### config.mk
export PLATFORM = sky130hd
export DESIGN_NAME = mux_scan_sel_flat
export DESIGN_NICKNAME = d
export VERILOG_FILES = /design/src/rtl/mux_scan_sel_if.sv /design/src/rtl/mux_scan_sel.sv /design/src/flat_wrapper.sv
export SDC_FILE = /design/constraint.sdc
export NUM_CORES = 1
export LEC_CHECK = 0
export ABC_CLOCK_PERIOD_IN_PS = 2700
export CORE_ASPECT_RATIO = 1.5
export CORE_MARGIN = 2
export CORE_UTILIZATION = 29
export DETAILED_ROUTE_END_ITERATION = 16
export PLACE_DENSITY = 0.47
export SYNTH_ARGS = -nofsm -noshare
export SYNTH_HDL_FRONTEND = slang
export SYNTH_SLANG_ARGS = --single-unit
export TNS_END_PERCENT = 20
### constraint.sdc
create_clock -name CLOCK_50 -period 2.7 [get_ports CLOCK_50]
set_clock_uncertainty 0.2 [all_clocks]
set_input_delay 0.405 -clock CLOCK_50 [delete_from_list [all_inputs] [get_ports CLOCK_50]]
set_output_delay 0.405 -clock CLOCK_50 [all_outputs]
set_load 0.005 [all_outputs]
### src/rtl/mux_scan_sel_if.sv
`default_nettype none
// ============================================================================
// Module      : mux_scan_sel_if
// Description : Bus bundle for the registered N-channel scan selector.
//               Channel data, select controls and registered selector status.
// Revision    : 1.0 - initial release
// ============================================================================
interface mux_scan_sel_if #(
  parameter int W    = 4,
  parameter int N    = 4,
  parameter int SELW = 2
) ();

  logic [N*W-1:0]  din;
  logic [SELW-1:0] sel;
  logic            mode;
  logic            hold;
  logic [W-1:0]    dout;
  logic [SELW-1:0] cur_sel;
  logic            sel_chg;
  logic            scan_active;

  // Source side: drives data and controls, observes the selector
  modport master (
    output din, sel, mode, hold,
    input  dout, cur_sel, sel_chg, scan_active
  );

  // Selector side
  modport slave (
    input  din, sel, mode, hold,
    output dout, cur_sel, sel_chg, scan_active
  );

endinterface
`default_nettype wire

### src/rtl/mux_scan_sel.sv
`default_nettype none
// ============================================================================
// Module      : mux_scan_sel
// Description : Registered N-channel, W-bit selector with manual select,
//               round-robin auto-scan with programmable dwell, global hold
//               and a one-cycle select-change strobe.
// Revision    : 1.0 - initial release
// ============================================================================
module mux_scan_sel #(
  parameter int W     = 4,
  parameter int N     = 4,
  parameter int SELW  = 2,
  parameter int DWELL = 50000000
) (
  input  logic          CLOCK_50,
  input  logic          resetn,
  mux_scan_sel_if.slave bus
);

  // Dwell counter only needs to reach DWELL-1; keep at least one bit so
  // DWELL=1 still elaborates (compare is then always true -> advance each cycle).
  localparam int              CW         = (DWELL > 1) ? $clog2(DWELL) : 1;
  localparam logic [CW-1:0]   C_CNT_LAST = CW'(DWELL - 1);
  localparam logic [SELW-1:0] C_SEL_LAST = SELW'(N - 1);

  typedef enum logic [0:0] {
    ST_MANUAL = 1'b0,
    ST_SCAN   = 1'b1
  } state_t;

  state_t          state_q, state_d;
  logic [CW-1:0]   cnt_q, cnt_d;
  logic [SELW-1:0] cur_sel_q, nsel_d;
  logic [W-1:0]    dout_q, dout_d;
  logic            sel_chg_q;
  logic            scan_active_q;
  logic            sel_ok;

  // Manual selects at or beyond N are ignored rather than wrapped
  assign sel_ok = (32'(bus.sel) < 32'(N));

  // Next state, dwell count and channel select, plus the data for that channel
  always_comb begin
    state_d = state_q;
    cnt_d   = cnt_q;
    nsel_d  = cur_sel_q;
    dout_d  = '0;

    case (state_q)
      ST_MANUAL: begin
        if (bus.mode) begin
          // Scan resumes from the current channel; first advance after a full dwell
          state_d = ST_SCAN;
          cnt_d   = '0;
        end else if (sel_ok) begin
          nsel_d = bus.sel;
        end
      end
      ST_SCAN: begin
        if (!bus.mode) begin
          // Leaving scan takes the manual select in the same cycle
          state_d = ST_MANUAL;
          cnt_d   = '0;
          if (sel_ok) begin
            nsel_d = bus.sel;
          end
        end else if (cnt_q == C_CNT_LAST) begin
          cnt_d  = '0;
          nsel_d = (cur_sel_q == C_SEL_LAST) ? '0 : cur_sel_q + SELW'(1);
        end else begin
          cnt_d = cnt_q + CW'(1);
        end
      end
      default: begin
        state_d = ST_MANUAL;
        cnt_d   = '0;
      end
    endcase

    for (int k = 0; k < N; k++) begin
      if (nsel_d == SELW'(k)) begin
        dout_d = bus.din[k*W +: W];
      end
    end
  end

  // All state and outputs update together; hold freezes everything but the strobe
  always_ff @(posedge CLOCK_50 or negedge resetn) begin
    if (!resetn) begin
      state_q       <= ST_MANUAL;
      cnt_q         <= '0;
      cur_sel_q     <= '0;
      dout_q        <= '0;
      sel_chg_q     <= 1'b0;
      scan_active_q <= 1'b0;
    end else if (bus.hold) begin
      sel_chg_q <= 1'b0;
    end else begin
      state_q       <= state_d;
      cnt_q         <= cnt_d;
      cur_sel_q     <= nsel_d;
      dout_q        <= dout_d;
      sel_chg_q     <= (nsel_d != cur_sel_q);
      scan_active_q <= bus.mode;
    end
  end

  assign bus.dout        = dout_q;
  assign bus.cur_sel     = cur_sel_q;
  assign bus.sel_chg     = sel_chg_q;
  assign bus.scan_active = scan_active_q;

endmodule
`default_nettype wire
### src/flat_wrapper.sv
// flat-port wrapper written by rule: the top's interface ports become plain ports
module mux_scan_sel_flat 
#(
  parameter int W     = 4,
  parameter int N     = 4,
  parameter int SELW  = 2,
  parameter int DWELL = 50000000
)
  (CLOCK_50, resetn, bus_din, bus_sel, bus_mode, bus_hold, bus_dout, bus_cur_sel, bus_sel_chg, bus_scan_active);
  mux_scan_sel_if #(.W(W), .N(N), .SELW(SELW)) bus_i ();
  input  logic CLOCK_50;
  input  logic resetn;
  input wire logic [$bits(bus_i.din)-1:0] bus_din;
  input wire logic [$bits(bus_i.sel)-1:0] bus_sel;
  input wire logic [$bits(bus_i.mode)-1:0] bus_mode;
  input wire logic [$bits(bus_i.hold)-1:0] bus_hold;
  output wire logic [$bits(bus_i.dout)-1:0] bus_dout;
  output wire logic [$bits(bus_i.cur_sel)-1:0] bus_cur_sel;
  output wire logic [$bits(bus_i.sel_chg)-1:0] bus_sel_chg;
  output wire logic [$bits(bus_i.scan_active)-1:0] bus_scan_active;
  assign bus_i.din = bus_din;
  assign bus_i.sel = bus_sel;
  assign bus_i.mode = bus_mode;
  assign bus_i.hold = bus_hold;
  assign bus_dout = bus_i.dout;
  assign bus_cur_sel = bus_i.cur_sel;
  assign bus_sel_chg = bus_i.sel_chg;
  assign bus_scan_active = bus_i.scan_active;
  mux_scan_sel #(.W(W), .N(N), .SELW(SELW), .DWELL(DWELL)) u_core (.CLOCK_50(CLOCK_50), .resetn(resetn), .bus(bus_i));
endmodule
### After elaboration in Yosys (flattened, before gate mapping)

Cells that the tools add are included.

* register bits: 35
* input bits: 22
* word-level logic and storage cells: 34
* output and inout bits: 8

* multiplexer cells: 15
* eq/ne operators: 7
* bitwise operators: 2
* reduce and logical (&&, ||, !) cells: 2
* add/subtract/negate cells: 2

Operators with widths (count)
* 26-bit 2-to-1 mux: 3
* 26-bit one-hot mux with 2 select lines: 1
* 26-bit by 1-bit adder with 26-bit output (second input constant): 1
* 26-bit equality test (second input constant): 1
* 4-bit 2-to-1 mux: 4
* 2-bit 2-to-1 mux: 4
* 2-bit equality test (second input constant): 3
* 2-bit one-hot mux with 2 select lines: 1
* 2-bit by 1-bit adder with 2-bit output (second input constant): 1
* 2-bit by 1-bit equality test with 1-bit output (second input constant): 1
* 2-bit zero test: 1
* 1-bit 2-to-1 mux: 2
* 2-bit inequality test: 1
* 2-bit inequality test (second input constant): 1
* 1-bit NOT: 2
* 2-bit AND reduction: 1

### Logic depth before layout (Yosys ltp)

* word-level depth: 10
* gate-level depth with buffers: 9
* mapped depth without buffers: 7

### Worst setup path before layout

No wires, ideal clock.

* path kind: register to register
* from: register u_core.cnt_q[8]
* to: register u_core.dout_q[0] (netlist: u_core.bus.dout[0])
* cell stages (with the launch flop): 8
* period minus slack after synthesis: 2.491 ns
* required time: 2.396 ns
* buffers on the path: 1
* library setup time: 0.104 ns
* arrival time: 2.187 ns
* path slack: 0.209 ns
* cell sequence: dfrtp_1 -> nor4b_4 -> nand4_4 -> o311a_4 -> or3_4 -> buf_6 -> mux2i_1 -> a221oi_1

* cells in the longest elaborated chain, start to end: 9
* elaborated cells on any way between the ends: 12
* classes of those cells: 4 x eq/ne; 7 x mux; 1 x reduce/logical

Ends and longest elaborated chain
* start, declared: RTL line mux_scan_sel.sv:32 `logic [CW-1:0] cnt_q, cnt_d;`
* start signal, assigned: RTL line mux_scan_sel.sv:100 `cnt_q <= cnt_d;`
* 26-bit equality test *: RTL line mux_scan_sel.sv:67 `end else if (cnt_q == C_CNT_LAST) begin`
* 2-bit 2-to-1 mux *: RTL line mux_scan_sel.sv:67
* 2-bit 2-to-1 mux *: RTL line mux_scan_sel.sv:60 `if (!bus.mode) begin`
* 2-bit one-hot mux with 2 select lines *: RTL line mux_scan_sel.sv:49 `case (state_q)`
* 2-bit zero test: RTL line mux_scan_sel.sv:81 `if (nsel_d == SELW'(k)) begin`
* 4-bit 2-to-1 mux (3 in series): RTL line mux_scan_sel.sv:81
* 4-bit 2-to-1 mux *: RTL line mux_scan_sel.sv:81
* end signal, assigned: RTL line mux_scan_sel.sv:102 `dout_q <= dout_d;`
* end, declared: RTL line mux_scan_sel.sv:34 `logic [W-1:0] dout_q, dout_d;`

Mark *: on every way between the ends. The rest lies on a longest branch, timed or not.
A chain may end at the register's enable or synchronous reset.

### Worst setup path after layout

* from: register u_core.cnt_q[1]
* to: register u_core.dout_q[0] (netlist: u_core.bus.dout[0])

The elaborated chain is that of the path after synthesis.

==> metrics.yaml <==
path_clk_slew_ns: 0.07
ant_nets: 0
setup_tns_ns: 0
hold_class: "in2async"
rsz0062_at_grt: "false"
ys_top_cells_by_area: "dfrtp_1, o21ai_0, nand2_1"
numCtsBuffers: 5
die_area_um2: 7770
maxSlewHeadroom_pct: 45.0
synth_commonest_cells: "dfrtp_1, o21ai_0, nand2_1, nor2_1, nand3_1"
powerDensity_nw_per_um2: 442
root_buffer: "clkbuf_8"
vias_per_cell: 5.36
hold_buffers: 0
cts.sinks: 34
max-vdd-ir-drop_mv: 0.234
hold_viol: 0
grt_max_degree: 35
path_max_fanout: 10
pre_cts_ws_ns: 0.105
io_buffers: 29
ioPinCount: 30
reg2regPathDepth: 7
clkLatencyLatePin_ns: 0.28
die_w_um: 72.7
syn-num-nets: 245
cp.required_ns: 2.65
drv_slew: 0
place_congestion: 0.761
yosysWarnings: 0
antenna_cells: 0
fin_ws_ns: 0.165
yosysTopAreaCell: "dfrtp_1"
overflow: 0
drtIter0Drc: 90
area_growth_pct: 27.6
start_util_pct: 29.9
yosysUniqueCellTypes: 48
yosysSeqAreaShare_pct: 41.5
end_kind: "flip-flop"
drc_errors: 0
core_um2: 6850
timing.max_cap.violations: 0
dp_hpwl_mm: 3.88
synth_area_um2: 2050
nNetsFinal: 284
cts_setup_buffers: 0
dr.pass1.iters: 4
row_count: 37
finalWirelength_mm: 5.38
antenna_found_initial: 0
synth.most_common_cell: "dfrtp_1"
grt_pass1_vias: 1776
fmax_mhz: 394
ys_ff_latch: 34
ctsResizeCount: 0
criticalPathCategory: "reg2reg"
synth_area_per_cell_um2: 9.28
finalCritPeriodShare_pct: 93.9
synth.top_cell.area_share_pct: 41.5
drive_gt1_share_pct: 16.1
fillers: 711
syn_inst: 221
synth-async-reset-ratio_pct: 100
post_drt_wl_per_cell_um: 15.9
worstMarginPinSlew_ns: 0.825
setup_viol: 0
outcome: "complete, no violations"
grt.total_usage_pct: 14.7
die_h_um: 107
cts_tree: "built"
total_leakage_power_nw: 1.04
crit_path_start_kind: "flip-flop"
cts_buffer_depth: 2
synth_ff_type: "dfrtp_1"
finalCriticalPeriod_ns: 2.54
synth-edff-count: 0
arrival_ns: 2.49
grt_pass1_wl_mm: 8.85
post-route-util_pct: 38.2
htree_levels: 2
route.vias.total: 1818
-- where the power goes --
part | leakage [nW] | internal [mW] | switching, mW
Combinational | 0.540 | 0.119 | 0.0967
Clock | 0.0482 | 0.206 | 0.189
Sequential | 0.455 | 0.531 | 0.0157
Total | 1.04 | 0.856 | 0.301
-- critical path, cell delays in order (launching register included) --
cell and delay (ns):
dfrtp_1 0.39, ha_2 0.22, and3_1 0.20, nand3_1 0.15, o311a_4 0.41, or3_4 0.42, a211oi_1 0.33, a221oi_1 0.09
-- final cells by class --
class | instances | area, µm² | area share [%]
Sequential cell | 34 | 851 | 32.5
Tap cell | 78 | 97.6 | 3.73
Clock buffer | 7 | 86.3 | 3.30
Clock inverter | 1 | 5.00 | 0.191
Multi-Input combinational cell | 170 | 1150 | 44.0
Timing Repair Buffer | 43 | 403 | 15.4
Inverter | 6 | 22.5 | 0.861
-- placed cells by master, fill, tap and decap left out, types with 3 or more instances in the layout --
cell,n
and4_1,3
nand2_1,27
o31ai_1,3
nor2_1,18
xor2_1,6
nor4b_1,4
nor3_1,3
o41ai_1,3
o21ai_1,3
a221oi_1,4
a21oi_1,5
clkbuf_8,6
nand3_1,12
xnor2_1,4
mux2i_1,4
o21ai_0,31
inv_1,6
dfrtp_1,34
buf_4,13
clkdlybuf4s50_1,28
nor2b_1,3
-- per-layer routing --
layer / up-vias / wire, µm / global-route usage, %
met5: - / 0 / 0
met4: 0 / 64 / 3.97
met3: 5 / 174 / 2.54
met2: 41 / 2910 / 26.8
met1: 882 / 2230 / 17.3
li1: 890 / - / -
-- sequential cells by signal, summed over array words and instances, names as in the netlist --
name                    count
u_core.cnt_q               26
u_core.bus.cur_sel          2
u_core.bus.dout             4
u_core.bus.sel_chg          1
u_core.bus.scan_active      1
-- through the flow --
stage	cell area (µm²)	cells	total power, mW	hold WS (ns)
after detailed placement	2510	331	0.773	0.311
after global routing	2620	339	1.22	0.0717
after CTS	2600	339	1.17	0.0420
final	2620	339	1.16	0.0178
after floorplan	2050	221	0.651	-0.0906
after global placement	2510	331	0.773	0.304
-- cells by family (layout without fill, tap and decap cells) --
kind of cell	count (synthesis)	count (layout)	share of synthesized area, %
AO/OA/AOI/OAI	63	63	19.7
XOR/XNOR	10	10	4.27
adder cells (fa/ha/maj)	2	2	1.22
buffers and inverters	17	57	3.60
flip-flops	34	34	41.5
multiplexers	5	5	2.50
AND/OR/NAND/NOR	90	90	27.2
-- final timing paths --
kind / from / to / slack, ns
setup / recovery: u_core.cnt_q[1] / u_core.bus.dout[0] / 0.16
hold / removal: resetn / u_core.cnt_q[0] / 0.02
setup reg to reg: u_core.cnt_q[1] / u_core.bus.dout[0] / 0.16
hold reg to reg: u_core.cnt_q[23] / u_core.cnt_q[23] / 0.32
max in group asynchronous: resetn / u_core.cnt_q[21] / 1.76
min in group CLOCK_50: u_core.cnt_q[23] / u_core.cnt_q[23] / 0.32
(Power assumes the default switching activity.)
==> patch, RTL diff (same flow settings) <==
One comparison of `cnt_q` changes from == to >=.
--- a/src/rtl/mux_scan_sel.sv
+++ b/src/rtl/mux_scan_sel.sv
@@ -64,7 +64,7 @@
           if (sel_ok) begin
             nsel_d = bus.sel;
           end
-        end else if (cnt_q == C_CNT_LAST) begin
+        end else if (cnt_q >= C_CNT_LAST) begin
           cnt_d  = '0;
           nsel_d = (cur_sel_q == C_SEL_LAST) ? '0 : cur_sel_q + SELW'(1);
         end else begin
Function: no difference found for any inputs over 10 cycles, from zero or initial values and one cycle with resetn low; that may be too few to reach the edited logic, so the function may still have changed.
==> patch against the unedited design <==
- the flow now finishes with violations (hold timing)
- highest routed layer unchanged
- fmax down 0.94%
- total power up 5.1%
- synthesized area down 0.55%
- die area down 0.53%
- cell area up 8.4%
- sequential cell count unchanged
- setup slack worse by 24 ps
- count of clock-buffer cells in the layout up 1
- wire length up 3.8%
==> patch: results (changes against the unedited design) <==
Async SR Flop Fraction 100% (unchanged); fmax 391 MHz (-0.94%); xor and xnor area share after synthesis 2.15% (-2.1 points); relative max-transition margin 47.9% (+2.9 points); initial antenna violation count 0 (unchanged); GRT Total Usage 15.8% (+1.1 points); WL/cell 14.7 µm (-7.4%); Min-Delay Path Class input port to async pin; vias in the first global route 1990 (+12%); Synth area leaders dfrtp_1 42%, nand2_1 7.9%, o21ai_0 7.1%; met2 Use GR 28.8% (+2.1 points); CTS root buf clkbuf_8; run status finished with violations; reg2reg end u_core.bus.dout[1]$_DFFE_PN0N_; Hold WS -5.81 ps (-23.6 ps); DP Worst Slack -150 ps (-255 ps); starting DRC count in detailed routing 80 (-11%); post-synthesis compound-gate area fraction 23.6% (+3.9 points); most frequent cells after synthesis 43 x nand2_1, 34 x dfrtp_1, 29 x o21ai_0; r2r worst-path depth 8 (+1); DRC 0 (unchanged); Critical Path AT 2530 ps (+40 ps); mux cell area share after synthesis 2.94% (+0.44 points); Post-Synth Adder-Cell Area 1.23% (+0.0067 points); fin nets 325 (+14%); clk_lat worst skew 280 ps (about the same); Placement Cell Area 0.00272 mm² (+8.4%); reg-to-reg slack, setup 140 ps (-20 ps); Via-to-Cell Ratio 5.18 (-3.4%); sequential area share after synthesis 41.7% (+0.23 points); leakage power total 1.19 nW (+14%); dpl hpwl 4.15 mm (+6.8%); count of cell types in the netlist 41 (-15%); Hold Vio Cnt, Final 16 (+16); fillcell total 707 (-0.56%); Worst VDD drop 0.191 mV (-19%); share of layout cells above drive strength 1 20.5% (+4.4 points); Net Count, Synth 257 (+4.9%); max reg flops 26 (unchanged); failing checks hold timing; cts bufs inserted 5 (unchanged); FF-to-FF Start u_core.cnt_q[21]$_DFFE_PN0P_; Cell Int Power 0.000914 W (+6.8%); CP max FO 7 (-3); met3 Use GR 2.16% (-0.38 points); Routability Congestion 0.758 (-0.45%); GR met1 Demand/Resource 18.5% (+1.2 points); CTS H-Tree Depth 2 (unchanged); first-pass GRT wire length 9.56 mm (+8.1%)
patch: changes by cell type after synthesis, sizes merged, moves of 4 or more:
cell	before	now
a221oi	4	0
a21o	1	6
o221a	0	4
o31ai	4	10
o21ai	34	29
mux2i	4	0
a211o	0	5
nor2	18	8
nand2	27	43
patch: worst max-delay path by stage:
stage                                       startpoint                              to  cells after the start
after floorplan                               bus_mode  u_core.bus.dout[0]$_DFFE_PN0N_                      8
after global placement                        bus_mode  u_core.bus.dout[0]$_DFFE_PN0N_                      7
after detailed placement                      bus_mode  u_core.bus.dout[1]$_DFFE_PN0N_                      7
after CTS                  u_core.cnt_q[0]$_DFFE_PN0P_  u_core.bus.dout[1]$_DFFE_PN0N_                     10
after global routing      u_core.cnt_q[20]$_DFFE_PN0P_  u_core.bus.dout[1]$_DFFE_PN0N_                      8
final                     u_core.cnt_q[21]$_DFFE_PN0P_  u_core.bus.dout[1]$_DFFE_PN0N_                      8
patch: final cells by class:
type | count | area share [%]
Inverter | 6 | 0.794
Tap cell | 78 | 3.44
Multi-Input combinational cell | 183 | 39.8
Sequential cell | 34 | 30.0
Timing Repair Buffer | 71 | 22.1
Clock buffer | 8 | 3.88
patch: cells by family after synthesis:
kind of cell	Yosys count
simple gates	101
buf+inv	16
compound gates	71
fa+ha+maj	2
flops	34
xor+xnor	5
mux	4
patch: what timing repair did:
action | in CTS | in global routing
setup endpoints to repair | 3 | 3
pin swaps | 0 | 2
cloned | 0 | 0
resized for setup | 1 | 2
hold endpoints to repair | 0 | 0
patch: power by group through the flow:
stage | registers (W) | clock network [W] | logic [W]
floorplan | 0.000556 | 0 | 0.0000993
global placement | 0.000552 | 0 | 0.000226
detailed placement | 0.000551 | 0 | 0.000228
CTS | 0.000542 | 0.000465 | 0.000229
global route | 0.000544 | 0.000484 | 0.000250
finish | 0.000542 | 0.000448 | 0.000226
patch: layer usage:
metal  up-vias  share of wire (%)
li1       1000                  -
met2        34                 54
met1       928                 42
met4         0                1.6
met5         -                  0
met3         6                2.8
patch: through the flow:
step / std cells / util, %
global placement: 372 / 39.7
finish: 380 / 41.4
floorplan: 233 / -
CTS: 380 / 41.3
global route: 380 / 41.4
detailed placement: 372 / 39.7
patch: worst max-delay path, stage by stage (launching register included):
cell and delay (ps):
dfrtp_1 380, and4_4 210, a31o_2 260, a22oi_2 210, a21oi_1 130, or3_4 470
buf_4 170, a211o_1 300, o221a_1 120
